$ cat config.mk
export PLATFORM = sky130hd
export DESIGN_NAME = set_assoc_wb_cache
export DESIGN_NICKNAME = d
export VERILOG_FILES = /design/src/rtl/set_assoc_wb_cache.sv
export SDC_FILE = /design/constraint.sdc
export NUM_CORES = 1
export LEC_CHECK = 0
export ABC_CLOCK_PERIOD_IN_PS = 10100
export CAP_MARGIN = 15
export CORE_ASPECT_RATIO = 2
export CORE_MARGIN = 2
export CORE_UTILIZATION = 55
export CTS_CLUSTER_SIZE = 30
export DETAILED_ROUTE_END_ITERATION = 7
export GPL_TIMING_DRIVEN = 0
export PLACE_DENSITY = 0.7
export SYNTH_ARGS = -nofsm -noshare
export SYNTH_HDL_FRONTEND = slang
export SYNTH_SLANG_ARGS = --single-unit
$ cat constraint.sdc
create_clock -name clk -period 10.1 [get_ports clk]
set_input_delay 1.515 -clock clk [delete_from_list [all_inputs] [get_ports clk]]
set_output_delay 1.515 -clock clk [all_outputs]
set_load 0.005 [all_outputs]
$ cat src/rtl/set_assoc_wb_cache.sv
// N-way set-associative write-back, write-allocate data cache.
// One 32-bit word per line. Replacement is true LRU.
// Misses write back a dirty victim before the fill, over a req/ack bus.
// Ports:
//   clk, reset                 clock and synchronous active-high reset
//   ren/wen/byte_selector      load/store request and store byte enables
//   address/datawr             byte address and store data
//   dataout/done/miss          load data, completion pulse, miss flag
//   mem_req/mem_we/mem_addr    memory request (write-back or fill)
//   mem_wdata/mem_rdata        write-back data / fill data
//   mem_ack                    memory completion
// Build option: define CACHE_STATS_EN to add the hit_count and
// miss_count outputs.
module set_assoc_wb_cache #(
   parameter int SETS   = 8,
   parameter int WAYS   = 2,
   parameter int ADDR_W = 32
) (
   input  logic              clk,
   input  logic              reset,
   input  logic              ren,
   input  logic              wen,
   input  logic [3:0]        byte_selector,
   input  logic [ADDR_W-1:0] address,
   input  logic [31:0]       datawr,
   output logic [31:0]       dataout,
   output logic              done,
   output logic              miss,
   output logic              mem_req,
   output logic              mem_we,
   output logic [ADDR_W-1:0] mem_addr,
   output logic [31:0]       mem_wdata,
   input  logic [31:0]       mem_rdata,
   input  logic              mem_ack
`ifdef CACHE_STATS_EN
   ,
   output logic [31:0]       hit_count,
   output logic [31:0]       miss_count
`endif
);

   localparam int IDX_W = $clog2(SETS);
   localparam int AGE_W = (WAYS > 1) ? $clog2(WAYS) : 1;
   localparam int WAY_W = AGE_W;
   localparam int TAG_W = ADDR_W - 2 - IDX_W;
   localparam logic [AGE_W-1:0] AGE_MAX = AGE_W'(WAYS - 1);

   typedef enum logic [1:0] {
      S_IDLE,
      S_WB,
      S_FILL,
      S_RESP
   } state_t;

   state_t state_q, state_d;

   logic [WAYS-1:0]  valid_q [SETS];
   logic [WAYS-1:0]  dirty_q [SETS];
   logic [AGE_W-1:0] age_q   [SETS][WAYS];
   logic [TAG_W-1:0] tag_q   [SETS][WAYS];
   logic [31:0]      data_q  [SETS][WAYS];

   // request captured at miss detection
   logic [ADDR_W-3:0] rq_waddr;
   logic              rq_we;
   logic [3:0]        rq_be;
   logic [31:0]       rq_wdata;
   logic [WAY_W-1:0]  vic_q;

   logic [IDX_W-1:0] idx;
   logic [TAG_W-1:0] tg;
   logic [IDX_W-1:0] rq_idx;
   logic [TAG_W-1:0] rq_tag;
   logic             hit;
   logic [WAY_W-1:0] hit_way;
   logic             inv_any;
   logic [WAY_W-1:0] vic_way;
   logic             req_one;

   logic              done_d;
   logic              miss_d;
   logic              mem_req_d;
   logic              mem_we_d;
   logic [ADDR_W-1:0] mem_addr_d;
   logic [31:0]       mem_wdata_d;
   logic [31:0]       dataout_d;

   logic             latch_en;
   logic             wr_en;
   logic [IDX_W-1:0] wr_idx;
   logic [WAY_W-1:0] wr_way;
   logic [TAG_W-1:0] wr_tag;
   logic [31:0]      wr_data;
   logic             wr_dirty;
   logic [AGE_W-1:0] wr_old_age;

   logic unused_addr;
   assign unused_addr = ^address[1:0];

   function automatic logic [31:0] merge(
      input logic [31:0] old_d,
      input logic [31:0] new_d,
      input logic [3:0]  be
   );
      logic [31:0] r;
      for (int i = 0; i < 4; i++) begin
         r[8*i +: 8] = be[i] ? new_d[8*i +: 8] : old_d[8*i +: 8];
      end
      return r;
   endfunction

   assign idx     = address[IDX_W+1:2];
   assign tg      = address[ADDR_W-1:IDX_W+2];
   assign rq_idx  = rq_waddr[IDX_W-1:0];
   assign rq_tag  = rq_waddr[ADDR_W-3:IDX_W];
   assign req_one = ren ^ wen;

   // lookup and victim selection on the live request
   always_comb begin
      hit     = 1'b0;
      hit_way = '0;
      inv_any = 1'b0;
      vic_way = '0;
      for (int w = 0; w < WAYS; w++) begin
         if (valid_q[idx][w] && tag_q[idx][w] == tg) begin
            hit     = 1'b1;
            hit_way = WAY_W'(w);
         end
      end
      // descending scan leaves the lowest invalid way
      for (int w = WAYS - 1; w >= 0; w--) begin
         if (!valid_q[idx][w]) begin
            inv_any = 1'b1;
            vic_way = WAY_W'(w);
         end
      end
      if (!inv_any) begin
         for (int w = 0; w < WAYS; w++) begin
            if (age_q[idx][w] == AGE_MAX) vic_way = WAY_W'(w);
         end
      end
   end

   always_comb begin
      state_d     = state_q;
      done_d      = 1'b0;
      miss_d      = miss;
      mem_req_d   = mem_req;
      mem_we_d    = mem_we;
      mem_addr_d  = mem_addr;
      mem_wdata_d = mem_wdata;
      dataout_d   = dataout;
      latch_en    = 1'b0;
      wr_en       = 1'b0;
      wr_idx      = idx;
      wr_way      = hit_way;
      wr_tag      = tg;
      wr_data     = data_q[idx][hit_way];
      wr_dirty    = dirty_q[idx][hit_way];
      unique case (state_q)
         S_IDLE: begin
            // done high means the finished request is still presented
            if (!done && req_one) begin
               if (hit) begin
                  done_d = 1'b1;
                  wr_en  = 1'b1;
                  if (wen) begin
                     wr_data  = merge(data_q[idx][hit_way], datawr,
                                      byte_selector);
                     wr_dirty = 1'b1;
                  end else begin
                     dataout_d = data_q[idx][hit_way];
                  end
               end else begin
                  latch_en  = 1'b1;
                  miss_d    = 1'b1;
                  mem_req_d = 1'b1;
                  if (valid_q[idx][vic_way] && dirty_q[idx][vic_way]) begin
                     state_d     = S_WB;
                     mem_we_d    = 1'b1;
                     mem_addr_d  = {tag_q[idx][vic_way], idx, 2'b00};
                     mem_wdata_d = data_q[idx][vic_way];
                  end else begin
                     state_d    = S_FILL;
                     mem_we_d   = 1'b0;
                     mem_addr_d = {address[ADDR_W-1:2], 2'b00};
                  end
               end
            end
         end
         S_WB: begin
            if (mem_ack) begin
               state_d    = S_FILL;
               mem_we_d   = 1'b0;
               mem_addr_d = {rq_waddr, 2'b00};
            end
         end
         S_FILL: begin
            wr_idx   = rq_idx;
            wr_way   = vic_q;
            wr_tag   = rq_tag;
            wr_data  = mem_rdata;
            wr_dirty = 1'b0;
            if (mem_ack) begin
               state_d   = S_RESP;
               wr_en     = 1'b1;
               mem_req_d = 1'b0;
               mem_we_d  = 1'b0;
               if (rq_we) begin
                  wr_data  = merge(mem_rdata, rq_wdata, rq_be);
                  wr_dirty = 1'b1;
               end else begin
                  dataout_d = mem_rdata;
               end
            end
         end
         S_RESP: begin
            state_d   = S_IDLE;
            done_d    = 1'b1;
            miss_d    = 1'b0;
            mem_req_d = 1'b0;
         end
         default: state_d = S_IDLE;
      endcase
   end

   assign wr_old_age = age_q[wr_idx][wr_way];

   always_ff @(posedge clk) begin
      if (reset) begin
         state_q   <= S_IDLE;
         dataout   <= '0;
         done      <= 1'b0;
         miss      <= 1'b0;
         mem_req   <= 1'b0;
         mem_we    <= 1'b0;
         mem_addr  <= '0;
         mem_wdata <= '0;
      end else begin
         state_q   <= state_d;
         dataout   <= dataout_d;
         done      <= done_d;
         miss      <= miss_d;
         mem_req   <= mem_req_d;
         mem_we    <= mem_we_d;
         mem_addr  <= mem_addr_d;
         mem_wdata <= mem_wdata_d;
      end
   end

   // state bits with reset; ages restart as identity permutation
   always_ff @(posedge clk) begin
      if (reset) begin
         for (int s = 0; s < SETS; s++) begin
            valid_q[s] <= '0;
            dirty_q[s] <= '0;
            for (int w = 0; w < WAYS; w++) begin
               age_q[s][w] <= AGE_W'(w);
            end
         end
      end else if (wr_en) begin
         valid_q[wr_idx][wr_way] <= 1'b1;
         dirty_q[wr_idx][wr_way] <= wr_dirty;
         for (int w = 0; w < WAYS; w++) begin
            if (WAY_W'(w) == wr_way) begin
               age_q[wr_idx][w] <= '0;
            end else if (age_q[wr_idx][w] < wr_old_age) begin
               age_q[wr_idx][w] <= age_q[wr_idx][w] + 1'b1;
            end
         end
      end
   end

   always_ff @(posedge clk) begin
      if (wr_en) begin
         tag_q[wr_idx][wr_way]  <= wr_tag;
         data_q[wr_idx][wr_way] <= wr_data;
      end
   end

   always_ff @(posedge clk) begin
      if (latch_en) begin
         rq_waddr <= address[ADDR_W-1:2];
         rq_we    <= wen;
         rq_be    <= byte_selector;
         rq_wdata <= datawr;
         vic_q    <= vic_way;
      end
   end

`ifdef CACHE_STATS_EN
   logic hit_inc;
   logic miss_inc;

   assign hit_inc  = (state_q == S_IDLE) && !done && req_one && hit;
   assign miss_inc = (state_q == S_RESP);

   always_ff @(posedge clk) begin
      if (reset) begin
         hit_count  <= '0;
         miss_count <= '0;
      end else begin
         if (hit_inc)  hit_count  <= hit_count + 32'd1;
         if (miss_inc) miss_count <= miss_count + 32'd1;
      end
   end
`endif

endmodule

; ---- After elaboration in Yosys (flattened, before gate mapping)
; Memories as Yosys holds them, arrays and structs flattened.
; Index checks and enable logic that the tools add are counted.
[classes]
n_addsub = 2
magnitude_cmp = 10
n_eq_ne = 13
mux = 126
n_bitwise = 7
n_reduce_logical = 24
[ops]
columns = operator, count
row1 = 32-bit 2-to-1 mux, 21
row2 = 32-bit case mux with 2 select lines, 3
row3 = 27-bit 2-to-1 mux, 5
row4 = 64-bit 2-to-1 mux, 1
row5 = 8-bit 2-to-1 mux, 8
row6 = 1-bit 2-to-1 mux, 61
row7 = 27-bit == test, 2
row8 = 54-bit 2-to-1 mux, 1
row9 = 32-bit demux with 1-bit select, 1
row10 = 27-bit demux with 1-bit select, 1
row11 = 2-bit 2-to-1 mux, 12
row12 = 4-bit AND reduction, 5
row13 = "2-bit inequality test, second input constant", 7
row14 = 3-bit 2-to-1 mux, 4
row15 = 1-bit case mux with 2 select lines, 5
row16 = 2-bit case mux with 4 select lines, 1
row17 = 2-bit nonzero test, 4
row18 = 2-bit OR reduction, 4
row19 = "2-bit greater-or-equal comparator, second input constant", 3
row20 = 1-bit logical AND, 6
row21 = "1-bit by 2-bit less-than comparator with 1-bit output, second input constant", 3
row22 = 1-bit NOT with 2-bit output, 3
row23 = 6-bit AND reduction, 1
row24 = "2-bit == test, second input constant", 2
row25 = 15 further kinds, 18
[totals]
reg_bits = 170
ramBits = 992
out_inout_bits = 100
elab_cells = 200
n_memories = 5
[memory_table]
columns = memory, words, word_bits, read_ports, rd_ports_with_merged_regs, write_ports, line
row1 = data_q, 8, 64, 1, 0, 1, 61  ; logic [31:0] data_q [SETS][WAYS];
row2 = tag_q, 8, 54, 1, 0, 1, 60  ; logic [TAG_W-1:0] tag_q [SETS][WAYS];
row3 = age_q, 8, 2, 2, 0, 8, 59  ; logic [AGE_W-1:0] age_q [SETS][WAYS];
row4 = dirty_q, 8, 2, 1, 0, 8, 58  ; logic [WAYS-1:0] dirty_q [SETS];
row5 = valid_q, 8, 2, 1, 0, 8, 57  ; logic [WAYS-1:0] valid_q [SETS];

; ---- Depth between registers and ports, before layout
; An unclocked memory read counts as a cell.
[logic_depth]
word_depth = 18
mapped_depth = 18
depth_no_buf = 11

; ---- Worst setup path after synthesis
; OpenSTA, ideal clock, no wires.
[synth_timing]
kind = input to register
from = in address[2]
to = mem dirty_q[1][0] (enable)
setup_ns = 0.302
arrival_time_ns = 7.023
required_ns = 9.798
path_slack_ns = 2.775
path_stages = 15
n_path_buf = 6
path_cell_list = buf_6 -> buf_6 -> buf_6 -> buf_6 -> buf_2 -> mux2_2 -> o22ai_1 -> nor3_1 -> nor3_1 -> nand4_1 -> or4_1 -> o211a_1 -> buf_2 -> nor3_2 -> or2_2
[synth_rtl]
columns = item, line
row1 = from (decl), 24  ; input logic [ADDR_W-1:0] address,
row2 = to (decl), 58

; ---- Final worst setup path
[layout_timing]
from = in address[4]
to = mem data_q[0][53] (netlist name), data pin
[layout_between]
elab_chain_len = 13
[layout_rtl]
columns = item, line
row1 = memory 8 x 54 bit, n/a
row2 = 27-bit == test, 125  ; if (valid_q[idx][w] && tag_q[idx][w] == tg) begin
row3 = 1-bit logical AND, 125
row4 = 1-bit 2-to-1 mux, 125
row5 = 1-bit NOT with 2-bit output (implied by the code), "158, 168"
row6 = 32-bit 2-to-1 mux (implied by the code) (3 in a row), "158, 168"
row7 = 8-bit 2-to-1 mux, 107  ; r[8*i +: 8] = be[i] ? new_d[8*i +: 8] : old_d[8*i +: 8];
row8 = 32-bit 2-to-1 mux, 167  ; if (wen) begin
row9 = 32-bit 2-to-1 mux, 164  ; if (hit) begin
row10 = 32-bit 2-to-1 mux, 163  ; if (!done && req_one) begin
row11 = 32-bit case mux with 2 select lines (*), 160  ; unique case (state_q)
row12 = net wr_data[21], 93  ; logic [31:0] wr_data;
row13 = to (decl), 61
; Mark *: on every way through the listed nets, which the timed path passes. The rest lies on a longest branch. The select of a mux whose other input is x is not followed.

==> results.yml <==
floorplan:
  initial_core_util: 0.554
  fp.coreArea_sq_mm: 0.0879
  dieWidth_um: 214
  ios: 205
  dieArea_sq_mm: 0.0910
  rows: 154
  die_h_um: 425
setup_path:
  worstPathCellList: "clkdlybuf4s50_1 -> clkbuf_1 -> clkbuf_1 -> mux4_2 -> mux2i_1 -> xnor2_1 -> nor4_1 -> nand3_1 -> nor4_1 -> buf_2 -> buf_6 -> o2111ai_1 -> buf_4 -> mux2i_1 -> o21ai_0 -> buf_2"
  crit_fanout: 10
  crit_path_end_kind: "register"
  crit_slowest_cell: "clkbuf_1"
  max_stage_delay_ns: 0.85
  critPathLaunchType: "input port"
  r2r.worst_path.cells: 10
  crit_required_ns: 10.63
  crit_type: "in -> reg"
  worstPathArrival_ns: 9.08
sta:
  hold_ws_ns: 0.457
  worst_slack_ns: 1.55
  maxSlewViolCount: 0
  hold_viol_final: 0
  min_period_over_period: 0.847
  period_minus_slack_ns: 8.55
  clock_skew_ns: 0.0293
  worst_pin_slew_ns: 1.30
  max_freq_mhz: 117
  max-slew-margin-rel: 0.106
  rsz0062_at_grt: "false"
  setup_viol: 0
layout:
  mostFrequentLayoutCell: "edfxtp_1"
  seqCellArea_sq_mm: 0.0337
  layout-drive-gt1-share: 0.196
  multi_input_area_sq_mm: 0.0141
  layout_common_cells: "edfxtp_1, nand2_1, mux4_2"
  layoutNonFillerInstCount: 4539
  synthToLayoutAreaGrowth_pct: 16.8
  nets: 3395
  fill_cells: 6258
  design_area_sq_mm: 0.0568
pwr:
  power.density_mw_per_mm2: 213
  power.leakage_nw: 18.8
  switching_share: 0.280
  irDropWorstVdd_mv: 0.165
  clkPwrFrac: 0.317
  intPower_mw: 8.73
  comb_power_share: 0.190
  p_switching_mw: 3.40
  power_mw: 12.1
  p_seq_frac: 0.493
synth:
  async_flop_share: 0
  seq_area_frac_synth: 0.692
  synth_seq_cells: 1160
  synth_edf_count: 1043
  syn_area_sq_mm: 0.0487
  synth_flop_cell: "edfxtp_1"
  syn_inst: 2924
  synth_warnings: 0
  yosysUniqueCellTypes: 70
  syn_avg_cell_area_sq_um: 16.6
global_route:
  gr-usage-all-layers: 0.343
  grt-ovfl-total: 0
  grt_pass1_vias: 30806
  grt_start_max_net_pins: 41
  grt_pass1_wl_mm: 217
  antenna_found_initial: 5
clock_network:
  cts_tree: "built"
  cts_hold_buf: 0
  cts_buffers: 95
  cts_setup_buffers: 0
  insertion_delay_ns: 0.72
  ctsResizeCount: 0
  cts_sinks: 1160
  h-tree-depth: 3
  cts_root_buf: "clkbuf_16"
  path_clk_slew_ns: 0.07
  clk_path_buf_depth: 3
routing:
  vias: 29555
  antenna_left: 0
  drc: 0
  routed_wl_mm: 155
  first_pass_iters: 6
  vias_per_cell: 6.51
  drt_iter0_drc: 3053
  wire_per_inst_um: 34.2
run_status:
  status: "finished, final reports clean"
placement:
  placed_cells: 4356
  portBuffers: 200
  dpl_cell_area_sq_mm: 0.0535
  hpwl_mm: 112
  place_worst_setup_slack_ns: 0.807
  routabilityCongestion: 0.966
min_path:
  hold_path_depth: 2
  hold_class: "reg -> reg"
job:
  maxCapViolCount: 0
[power groups by stage]
stage	sequential, mW	clock [mW]	combinational, mW
floorplan	6.06	0	1.18
global placement	6.10	0	2.07
detailed placement	6.08	0	2.22
CTS	5.98	3.87	2.23
global route	5.99	4.05	2.41
finish	5.98	3.85	2.30
[routing by layer]
layer | GRT usage | wire length (um)
met1 | 0.370 | 50800
met5 | 0 | 26
met4 | 0.248 | 12600
met3 | 0.0580 | 11200
met2 | 0.608 | 80500
[through the flow]
stage / util / setup TNS, ns
after global routing: 0.647 / 0
after detailed placement: 0.609 / 0
after floorplan: - / 0
after global placement: 0.593 / -1877.12
after CTS: 0.646 / 0
final: 0.647 / 0
[synth_stat cells (31+ instances only)]
library cell	number	area, sq um
edfxtp_1	1043	31300
nand2_1	221	830
mux4_2	214	4820
mux2i_1	199	1990
nor2_1	130	488
dfxtp_1	117	2340
mux2_2	116	1310
clkbuf_1	96	360
a21oi_1	75	375
nor3_1	75	375
o21ai_0	58	290
nand3_1	39	195
xnor2_1	37	324
inv_1	35	131
buf_2	34	170
nor2b_1	31	194
[cells by family (layout without fill, tap and decap cells)]
kind of cell | count (synthesis) | after routing | synth area share
AO/OA/AOI/OAI | 352 | 352 | 0.0516
other | 1 | 3 | 0.0000771
adder cells (fa/ha/maj) | 4 | 4 | 0.00103
buffers and inverters | 214 | 657 | 0.0205
AND/OR/NAND/NOR | 623 | 623 | 0.0609
flip-flops | 1160 | 1160 | 0.692
multiplexers | 530 | 530 | 0.167
XOR/XNOR | 40 | 40 | 0.00720
[registers in the layout, indices dropped and copies added (netlist names), 2 cells and up]
signal and cells:
rq_wdata 32, dataout 32, state_q 2, tag_q 432, valid_q 16, age_q 16, rq_waddr 30, data_q 512
rq_be 4, mem_addr 30, mem_wdata 32, dirty_q 16
[worst max-delay path, delay by kind of cell]
family	cells	cell delay (ns)
XOR/XNOR	1	0.35
AND/OR/NAND/NOR	3	1.50
buffers and inverters	7	3.72
AO/OA/AOI/OAI	2	1.01
multiplexers	3	0.94
[final cells by class]
| cell class | instances | area share |
|---|---|---|
| sequential | 1160 | 0.592 |
| multi-input combinational | 1551 | 0.248 |
| tap | 1170 | 0.0258 |
| antenna | 1 | 0.0000440 |
| inverter | 36 | 0.00273 |
| clock buffer | 111 | 0.0438 |
| clock inverter | 68 | 0.0128 |
| timing repair buffer | 264 | 0.0599 |
| buffer | 178 | 0.0152 |
[worst paths after layout]
kind	from	end	slack, ns
worst max-delay path	address[4]	data_q[0][53]	1.55
worst min-delay path	mem_addr[14]	mem_addr[14]	0.46
worst min register to register	mem_addr[14]	mem_addr[14]	0.46
worst max register to register	tag_q[2][27]	data_q[2][26]	4.18
Note: power is estimated with default switching activity, not from simulation.
